**config.mk**
```make
export PLATFORM = sky130hd
export DESIGN_NAME = text_pixel_gen
export DESIGN_NICKNAME = d
export VERILOG_FILES = /design/src/rtl/text_pixel_gen.sv
export SDC_FILE = /design/constraint.sdc
export NUM_CORES = 1
export LEC_CHECK = 0
export CAP_MARGIN = 40
export CORE_ASPECT_RATIO = 1.4
export CORE_MARGIN = 2
export CORE_UTILIZATION = 46
export CTS_CLUSTER_SIZE = 28
export DETAILED_ROUTE_END_ITERATION = 6
export GPL_TIMING_DRIVEN = 0
export HOLD_SLACK_MARGIN = 0.08
export PLACE_DENSITY = 0.78
export SLEW_MARGIN = 0
export SYNTH_ARGS = -nofsm -noshare
export SYNTH_HDL_FRONTEND = slang
export SYNTH_SLANG_ARGS = --single-unit
export TNS_END_PERCENT = 10
```
**constraint.sdc**
```tcl
create_clock -name clk -period 2.1 [get_ports clk]
set_input_delay 0.63 -clock clk [delete_from_list [all_inputs] [get_ports clk]]
set_output_delay 0.63 -clock clk [all_outputs]
set_load 0.02 [all_outputs]
```
**src/rtl/text_pixel_gen.sv**
```systemverilog
// text_pixel_gen
//
// Text-mode pixel pipeline that sits in front of the character generator.
// It walks a 32x16 text screen in step with the display enable, fetches
// character codes from a registered video RAM, drives the character
// generator address and serializes the returned glyph rows into a 1-bit
// pixel stream with per-character inverse video (code bit 7).
//
// Optional feature macro: SEMIGRAPHICS_EN
//   When defined, codes with bit 6 set are drawn as 2x3 block graphics
//   instead of going through the character generator.
//
// Ports:
//   clk          pixel clock, the only clock
//   reset        asynchronous, active-high reset
//   de           display enable from the timing generator
//   frame_start  one-cycle pulse before the first active scanline
//   vram_addr    video RAM address {text_row, col}
//   vram_data    video RAM read data (one cycle after vram_addr)
//   cg_addr      character generator address {code[5:0], glyph_row}
//   cg_data      character generator row pattern (combinational)
//   pixel        registered pixel, 1 = foreground
//   de_out       display enable delayed to line up with pixel

module text_pixel_gen #(
    parameter int SCANLINES_PER_ROW = 12,
    parameter int TEXT_ROWS         = 16
) (
    input  logic       clk,
    input  logic       reset,
    input  logic       de,
    input  logic       frame_start,
    output logic [8:0] vram_addr,
    input  logic [7:0] vram_data,
    output logic [9:0] cg_addr,
    input  logic [7:0] cg_data,
    output logic       pixel,
    output logic       de_out
);

    localparam logic [3:0] LAST_GLYPH_ROW = 4'(SCANLINES_PER_ROW - 1);
    localparam logic [3:0] LAST_TEXT_ROW  = 4'(TEXT_ROWS - 1);

    logic [7:0] x_q,        x_d;
    logic [3:0] glyphRow_q, glyphRow_d;
    logic [3:0] textRow_q,  textRow_d;
    logic       armed_q,    armed_d;
    logic       deDly1_q,   deDly1_d;
    logic       deDly2_q,   deDly2_d;
    logic       loadDly_q,  loadDly_d;
    logic [7:0] shift_q,    shift_d;

    logic       deEff;
    logic       lineEnd;
    logic [7:0] glyphByte;
    logic [7:0] rowByte;

    // After a reset that lands in the middle of a line, the remainder of
    // that line is ignored: the pipeline only starts once de has been seen
    // low, so every line it draws begins at x = 0.
    assign deEff   = de & armed_q;
    assign lineEnd = deDly1_q & ~deEff;

    assign vram_addr = {textRow_q, x_q[7:3]};
    assign cg_addr   = {vram_data[5:0], glyphRow_q};
    assign pixel     = shift_q[7];
    assign de_out    = deDly2_q;

    // Select the row pattern for the character whose code has just come back
    // from video RAM, then apply inverse video from code bit 7.
`ifdef SEMIGRAPHICS_EN
    logic semiHi;
    logic semiLo;

    always_comb begin
        semiHi = 1'b0;
        semiLo = 1'b0;
        unique case (glyphRow_q[3:2])
            2'd0:    begin semiHi = vram_data[5]; semiLo = vram_data[4]; end
            2'd1:    begin semiHi = vram_data[3]; semiLo = vram_data[2]; end
            2'd2:    begin semiHi = vram_data[1]; semiLo = vram_data[0]; end
            default: begin semiHi = 1'b0;         semiLo = 1'b0;         end
        endcase
        glyphByte = cg_data;
        if (vram_data[6]) begin
            glyphByte = {{4{semiHi}}, {4{semiLo}}};
        end
        rowByte = glyphByte ^ {8{vram_data[7]}};
    end
`else
    logic unusedCodeBit6;
    assign unusedCodeBit6 = vram_data[6];

    always_comb begin
        glyphByte = cg_data;
        rowByte   = glyphByte ^ {8{vram_data[7]}};
    end
`endif

    // Next-state logic for the scan counters, the de/load delay line and
    // the pixel shift register. The load of a new glyph row happens on the
    // same edge that would otherwise shift out the last bit of the previous
    // one, so characters follow each other with no gap pixels.
    always_comb begin
        armed_d    = armed_q | ~de;
        x_d        = deEff ? (x_q + 8'd1) : 8'd0;
        deDly1_d   = deEff;
        deDly2_d   = deDly1_q;
        loadDly_d  = deEff && (x_q[2:0] == 3'd0);
        glyphRow_d = glyphRow_q;
        textRow_d  = textRow_q;
        shift_d    = shift_q;

        if (frame_start) begin
            glyphRow_d = 4'd0;
            textRow_d  = 4'd0;
        end else if (lineEnd) begin
            if (glyphRow_q == LAST_GLYPH_ROW) begin
                glyphRow_d = 4'd0;
                textRow_d  = (textRow_q == LAST_TEXT_ROW) ? 4'd0 : (textRow_q + 4'd1);
            end else begin
                glyphRow_d = glyphRow_q + 4'd1;
            end
        end

        if (!deDly1_q) begin
            shift_d = 8'd0;
        end else if (loadDly_q) begin
            shift_d = rowByte;
        end else begin
            shift_d = {shift_q[6:0], 1'b0};
        end
    end

    // State registers, all cleared by the asynchronous reset so pixel and
    // de_out drop immediately when reset is asserted.
    always_ff @(posedge clk or posedge reset) begin
        if (reset) begin
            x_q        <= 8'd0;
            glyphRow_q <= 4'd0;
            textRow_q  <= 4'd0;
            armed_q    <= 1'b0;
            deDly1_q   <= 1'b0;
            deDly2_q   <= 1'b0;
            loadDly_q  <= 1'b0;
            shift_q    <= 8'd0;
        end else begin
            x_q        <= x_d;
            glyphRow_q <= glyphRow_d;
            textRow_q  <= textRow_d;
            armed_q    <= armed_d;
            deDly1_q   <= deDly1_d;
            deDly2_q   <= deDly2_d;
            loadDly_q  <= loadDly_d;
            shift_q    <= shift_d;
        end
    end

endmodule
```
==> results.cfg, run 1 <==
[outcome]
outcome = complete, no violations

[finish]
post-route-util_pct = 63.1
drive_above_1_share_pct = 13.3
nNetsFinal = 190
nFillCells = 233
diodes = 0
final_cell_area_um2 = 1800
syn_to_final_growth_pct = 31.1
final_common_cell = clkdlybuf4s50_1
layout_common_cells = clkdlybuf4s50_1 (31), dfrtp_1 (28), nor2_1 (13)

[floorplan]
start_util_pct = 48.1
dieArea_um2 = 3440
num_io_pins = 41
core_area_um2 = 2850
placementRows = 23
fp.dieH_um = 68.6
die_w_um = 50.1

[placement]
portBuffers = 31
place.gp.congestion = 0.643
post-dp-hpwl_um = 2000
place_area_um2 = 1740

[logic_synthesis]
synth_mux_area_share_pct = 1.46
yosys_warnings = 0
synth_nets = 153
synth_compound_area_share_pct = 7.58
synth-simple-area-share_pct = 17.1
synth_area_leaders = dfrtp_1 (51%), xnor2_1 (6.4%), buf_4 (6.0%), o211a_1 (5.1%), xor2_1 (3.8%)
seq_area_frac_synth_pct = 51.1
synthXorXnorAreaFrac_pct = 10.2
yosys.area.top_type = dfrtp_1
synth_top_area_share_pct = 51.1
netlist_instances = 129
synth_fa_ha_area_share_pct = 3.65
syn_avg_cell_area_um2 = 10.6
synth_top_family_by_area = simple AND/OR/NAND/NOR gates
synth-seq-cells = 28
synth.distinct_cells = 25
synthesis.area_um2 = 1370

[routing]
routed_wl_um = 2620
avgRoutedWirePerCell_um = 13.0
top_layer = met4
wirelength_met1_um = 1070
wl_met2_um = 1450
via_per_inst = 4.84
dr_wl_met3_um = 78
antenna_left = 0
first_iter_violations = 15
drc_errors = 0
dr.pass1.iters = 4
vias = 978

[cts]
clock_latency_ns = 0.27
cts_setup_buffers = 0
clk_path_buf_depth = 2
cts.clk_slew.worst_paths_ns = 0.09
cts.sinks = 28
root_buffer = clkbuf_8
cts-resized-gates = 0
holdBufCountCts = 0
cts_tree = built
htree_levels = 1
cts_buffers = 3

[power]
power_density_nw_per_um2 = 586
cellLeakagePower_nw = 0.870
ir_drop_uv = 508

[sta]
period_share_pct = 96.5
setup-tns-final_ns = 0
final-hold-violation-count = 0
setup-violations-final = 0
drv_slew = 0
finClkSkew_ns = 0.00745
grt_setup_unrepaired = no
max_freq_mhz = 494
worst_pin_slew_ns = 0.524
max_slew_margin_pct = 65.0
period_minus_slack_ns = 2.03

[worst_setup_path]
crit_type = reg -> out
r2r_cells = 5
r2r_slack_ns = 0.43
worstReg2RegEnd = textRow_q[3]
critPathLaunchType = flip-flop
cp_data_arrival_time_ns = 1.40
startpoint = x_q[3]
end_kind = output port
cp_max_fo = 5
cp_data_required_time_ns = 1.47
r2r_start = glyphRow_q[0]

[global_route]
grt_pass1_wl_um = 4310
grt.overflow.total = 0
grt_usage_pct = 16.6
antenna_found_initial = 0
grt_pass1_vias = 1011
grt_start_max_net_pins = 17

[worst_hold_path]
min_delay_path_depth = 0
hold_path_end = de_out
min_from = deDly1_q
hold_path_class = reg -> reg

[job]
cap_viol_max_count = 0
-- cell families (layout without fill, tap and decap cells) --
group / Yosys count / in the layout
multiplexers: 2 / 2
adder cells (fa/ha/maj): 4 / 4
XOR/XNOR: 16 / 16
buffers and inverters: 21 / 57
AND/OR/NAND/NOR: 46 / 46
AO/OA/AOI/OAI: 12 / 12
flip-flops: 28 / 28
-- critical path, stage by stage, from the launching register on --
cell	delay, ns
dfrtp_1	0.42
buf_4	0.13
clkdlybuf4s50_1	0.59
-- metal layers --
layer	GRT usage, %	up-vias
met3	1.72	2
met1	18.2	470
met2	31.6	21
li1	-	485
met5	0	-
met4	8.33	0
-- synthesized netlist by cell type, drive strengths merged --
cell type / number
a21oi: 3
a31o: 1
a32o: 1
and3: 5
buf: 12
clkbuf: 4
dfrtp: 28
ha: 4
inv: 5
mux2i: 2
nand2: 13
nand2b: 2
nand3: 7
nand3b: 1
nor2: 13
nor3: 2
nor3b: 1
nor4b: 1
o211a: 7
or2: 1
xnor2: 10
xor2: 6
-- how the worst max path moves through the flow --
stage,endpoint
after floorplan,textRow_q[3]
after global placement,textRow_q[3]
after detailed placement,textRow_q[3]
after CTS,vram_addr[0]
after global routing,vram_addr[0]
final,vram_addr[0]
-- report_power, final --
part	total [mW]	internal, mW	switching [mW]
Combinational	0.155	0.0801	0.0746
Clock	0.319	0.167	0.152
Sequential	0.580	0.564	0.0161
-- sequential cells by signal, summed over array words and instances (netlist names) --
signal,cells
shift_q,8
x_q,8
glyphRow_q,4
textRow_q,4
armed_q,1
deDly1_q,1
de_out,1
loadDly_q,1
-- per-stage QoR --
step	setup WS (ns)	power, mW	instances	hold slack, ns
4_1_cts	0.0632	1.07	202	0.443
2_1_floorplan	0.442	0.681	129	0.392
5_1_grt	0.0114	1.11	202	0.476
6_report	0.0738	1.05	202	0.440
3_5_place_dp	-0.191	0.746	198	0.427
3_3_place_gp	-0.164	0.737	197	0.420
-- layout make-up --
class                           count  area, um^2  area share, %
Sequential cell                    28         701           39.0
Multi-Input combinational cell     80         548           30.5
Timing Repair Buffer               32         325           18.1
Buffer                             16         103           5.71
Clock buffer                        4        55.1           3.06
Tap cell                           37        46.3           2.58
Inverter                            5        18.8           1.04
Note: power is estimated with default switching activity, not from simulation.
==> inputs of run 2 (changes only) <==
--- a/config.mk
+++ b/config.mk
@@ -14,6 +14,8 @@
 export GPL_TIMING_DRIVEN = 0
 export HOLD_SLACK_MARGIN = 0.08
 export PLACE_DENSITY = 0.78
+export REMOVE_ABC_BUFFERS = 1
+export SKIP_LAST_GASP = 1
 export SLEW_MARGIN = 0
 export SYNTH_ARGS = -nofsm -noshare
 export SYNTH_HDL_FRONTEND = slang
==> run 2 against run 1 <==
  * First-iteration DRC count is 40% higher
  * Maximum frequency is 1.8% higher
  * Largest power group unchanged
  * Cell count is 9.4% lower
  * Routed wire length is 11% lower
  * Clock skew is 0.0060 ns lower
  * Critical path depth is 1 lower
  * Setup slack better by 0.035 ns
  * Highest routed layer unchanged
  * Combinational power is 21% lower
  * Sequential cell count stayed put
  * Non-clock buffer count is 18 lower
==> results.cfg, run 2 (same netlist as run 1, synthesis figures left out) <==
[outcome]
outcome = complete, no violations

[power]
switching_share_pct = 22.4
power.total_mw = 0.977
p_clk_share_pct = 27.5
pwr-share-comb_pct = 12.5
seqPwrFrac_pct = 60.0
ir_drop_uv = 393
switchingPower_mw = 0.219
cellLeakagePower_nw = 0.799
power_density_nw_per_um2 = 586
intPower_mw = 0.758

[worst_setup_path]
cp_data_required_time_ns = 1.47
crit_type = reg -> out
r2r_start = deDly1_q
cp_data_arrival_time_ns = 1.36
r2r_cells = 4
startpoint = glyphRow_q[2]
path_cells = clkdlybuf4s50_1
cpPeakStageDelay_ns = 0.64
critPathLaunchType = flip-flop
crit_cells = 1
cpMaxStageDelayCell = clkdlybuf4s50_1
cp.buffers_inverters = 1
cp_max_fo = 5
end_kind = output port
cp_top_family = buffers and inverters

[placement]
place.gp.congestion = 0.728
portBuffers = 27
post-dp-hpwl_um = 1690

[floorplan]
die_w_um = 50.1
dieArea_um2 = 3440
start_util_pct = 48.1
placementRows = 23
num_io_pins = 41
core_area_um2 = 2850
fp.dieH_um = 68.6

[worst_hold_path]
min_from = shift_q[4]
min_delay_path_depth = 1
hold_path_class = reg -> reg

[finish]
multiInputGateArea_um2 = 548
syn_to_final_growth_pct = 21.7
nNetsFinal = 172
layout_common_cells = dfrtp_1 (28), clkdlybuf4s50_1 (27), nor2_1 (13)
reg.largest.list = shift_q x8, x_q x8
final_common_cell = dfrtp_1
nFillCells = 254
diodes = 0
drive_above_1_share_pct = 7.53
regArea_um2 = 701

[sta]
max_slew_margin_pct = 71.0
hold_slack_ns = 0.486
period_minus_slack_ns = 1.99
max_freq_mhz = 502
period_share_pct = 94.8
final-hold-violation-count = 0
setup-violations-final = 0
drv_slew = 0
worst_pin_slew_ns = 0.433
finClkSkew_ns = 0.00149
grt_setup_unrepaired = no

[global_route]
grt_start_max_net_pins = 24
antenna_found_initial = 0
grt.overflow.total = 0
use_met1_pct = 15.4
grt_pass1_wl_um = 3910
top_usage_layer = met2
grtUsageMet3_pct = 4.09
grt_pass1_vias = 930
gr-usage-met2_pct = 28.0
grt_usage_pct = 15.0

[routing]
antenna_left = 0
vias = 930
routed_wl_um = 2320
via_per_inst = 5.08
dr.pass1.iters = 4
first_iter_violations = 21
drc_errors = 0
avgRoutedWirePerCell_um = 12.7

[cts]
root_buffer = clkbuf_8
clk_path_buf_depth = 2
cts.clk_slew.worst_paths_ns = 0.08
cts_tree = built
cts_buffers = 3
cts.sinks = 28
clock_latency_ns = 0.26
htree_levels = 1

[job]
cap_viol_max_count = 0
run 2: path summary, 6_finish.rpt:
path / end / slack, ns
min in group asynchronous: x_q[3] / 0.62
hold / removal: shift_q[5] / 0.49
max in group asynchronous: shift_q[7] / 1.08
setup reg to reg: textRow_q[3] / 0.43
setup / recovery: cg_addr[2] / 0.11
hold reg to reg: shift_q[5] / 0.49
run 2: power by group through the flow:
stage	sequential (mW)	combinational (mW)	clock, mW
3_5_place_dp	0.597	0.123	0
2_1_floorplan	0.599	0.0579	0
3_3_place_gp	0.595	0.112	0
5_1_grt	0.590	0.134	0.296
4_1_cts	0.586	0.124	0.281
6_report	0.586	0.122	0.269
run 2: final cells by class:
cell class | instances | area share [%]
Sequential cell | 28 | 42.0
Multi-Input combinational cell | 80 | 32.9
Timing Repair Buffer | 30 | 18.8
Tap cell | 37 | 2.78
Clock buffer | 3 | 2.48
Inverter | 5 | 1.13
run 2: metrics by stage:
step           utilization [%]  area (um^2)  cells  setup WS (ns)  setup TNS [ns]
3_3_place_gp              55.6         1580    177         -0.272          -0.917
6_report                  58.5         1670    183          0.109               0
2_1_floorplan                -         1270    113          0.333               0
3_5_place_dp              56.6         1610    178         -0.377           -1.28
4_1_cts                   58.5         1670    183          0.101               0
5_1_grt                   58.5         1670    183         0.0119               0
run 2: repair_timing:
action	4_1_cts	5_1_grt
buffers inserted	2	0
gates resized for setup	0	0
endpoints found under the setup margin	1	0
hold buffers	0	0
run 2: per-layer routing:
metal  part of all wire (%)  vias up
li1                       -      447
met1                     40      442
met2                     53       39
met3                    6.3        2
met4                   0.99        0
met5                      0        -
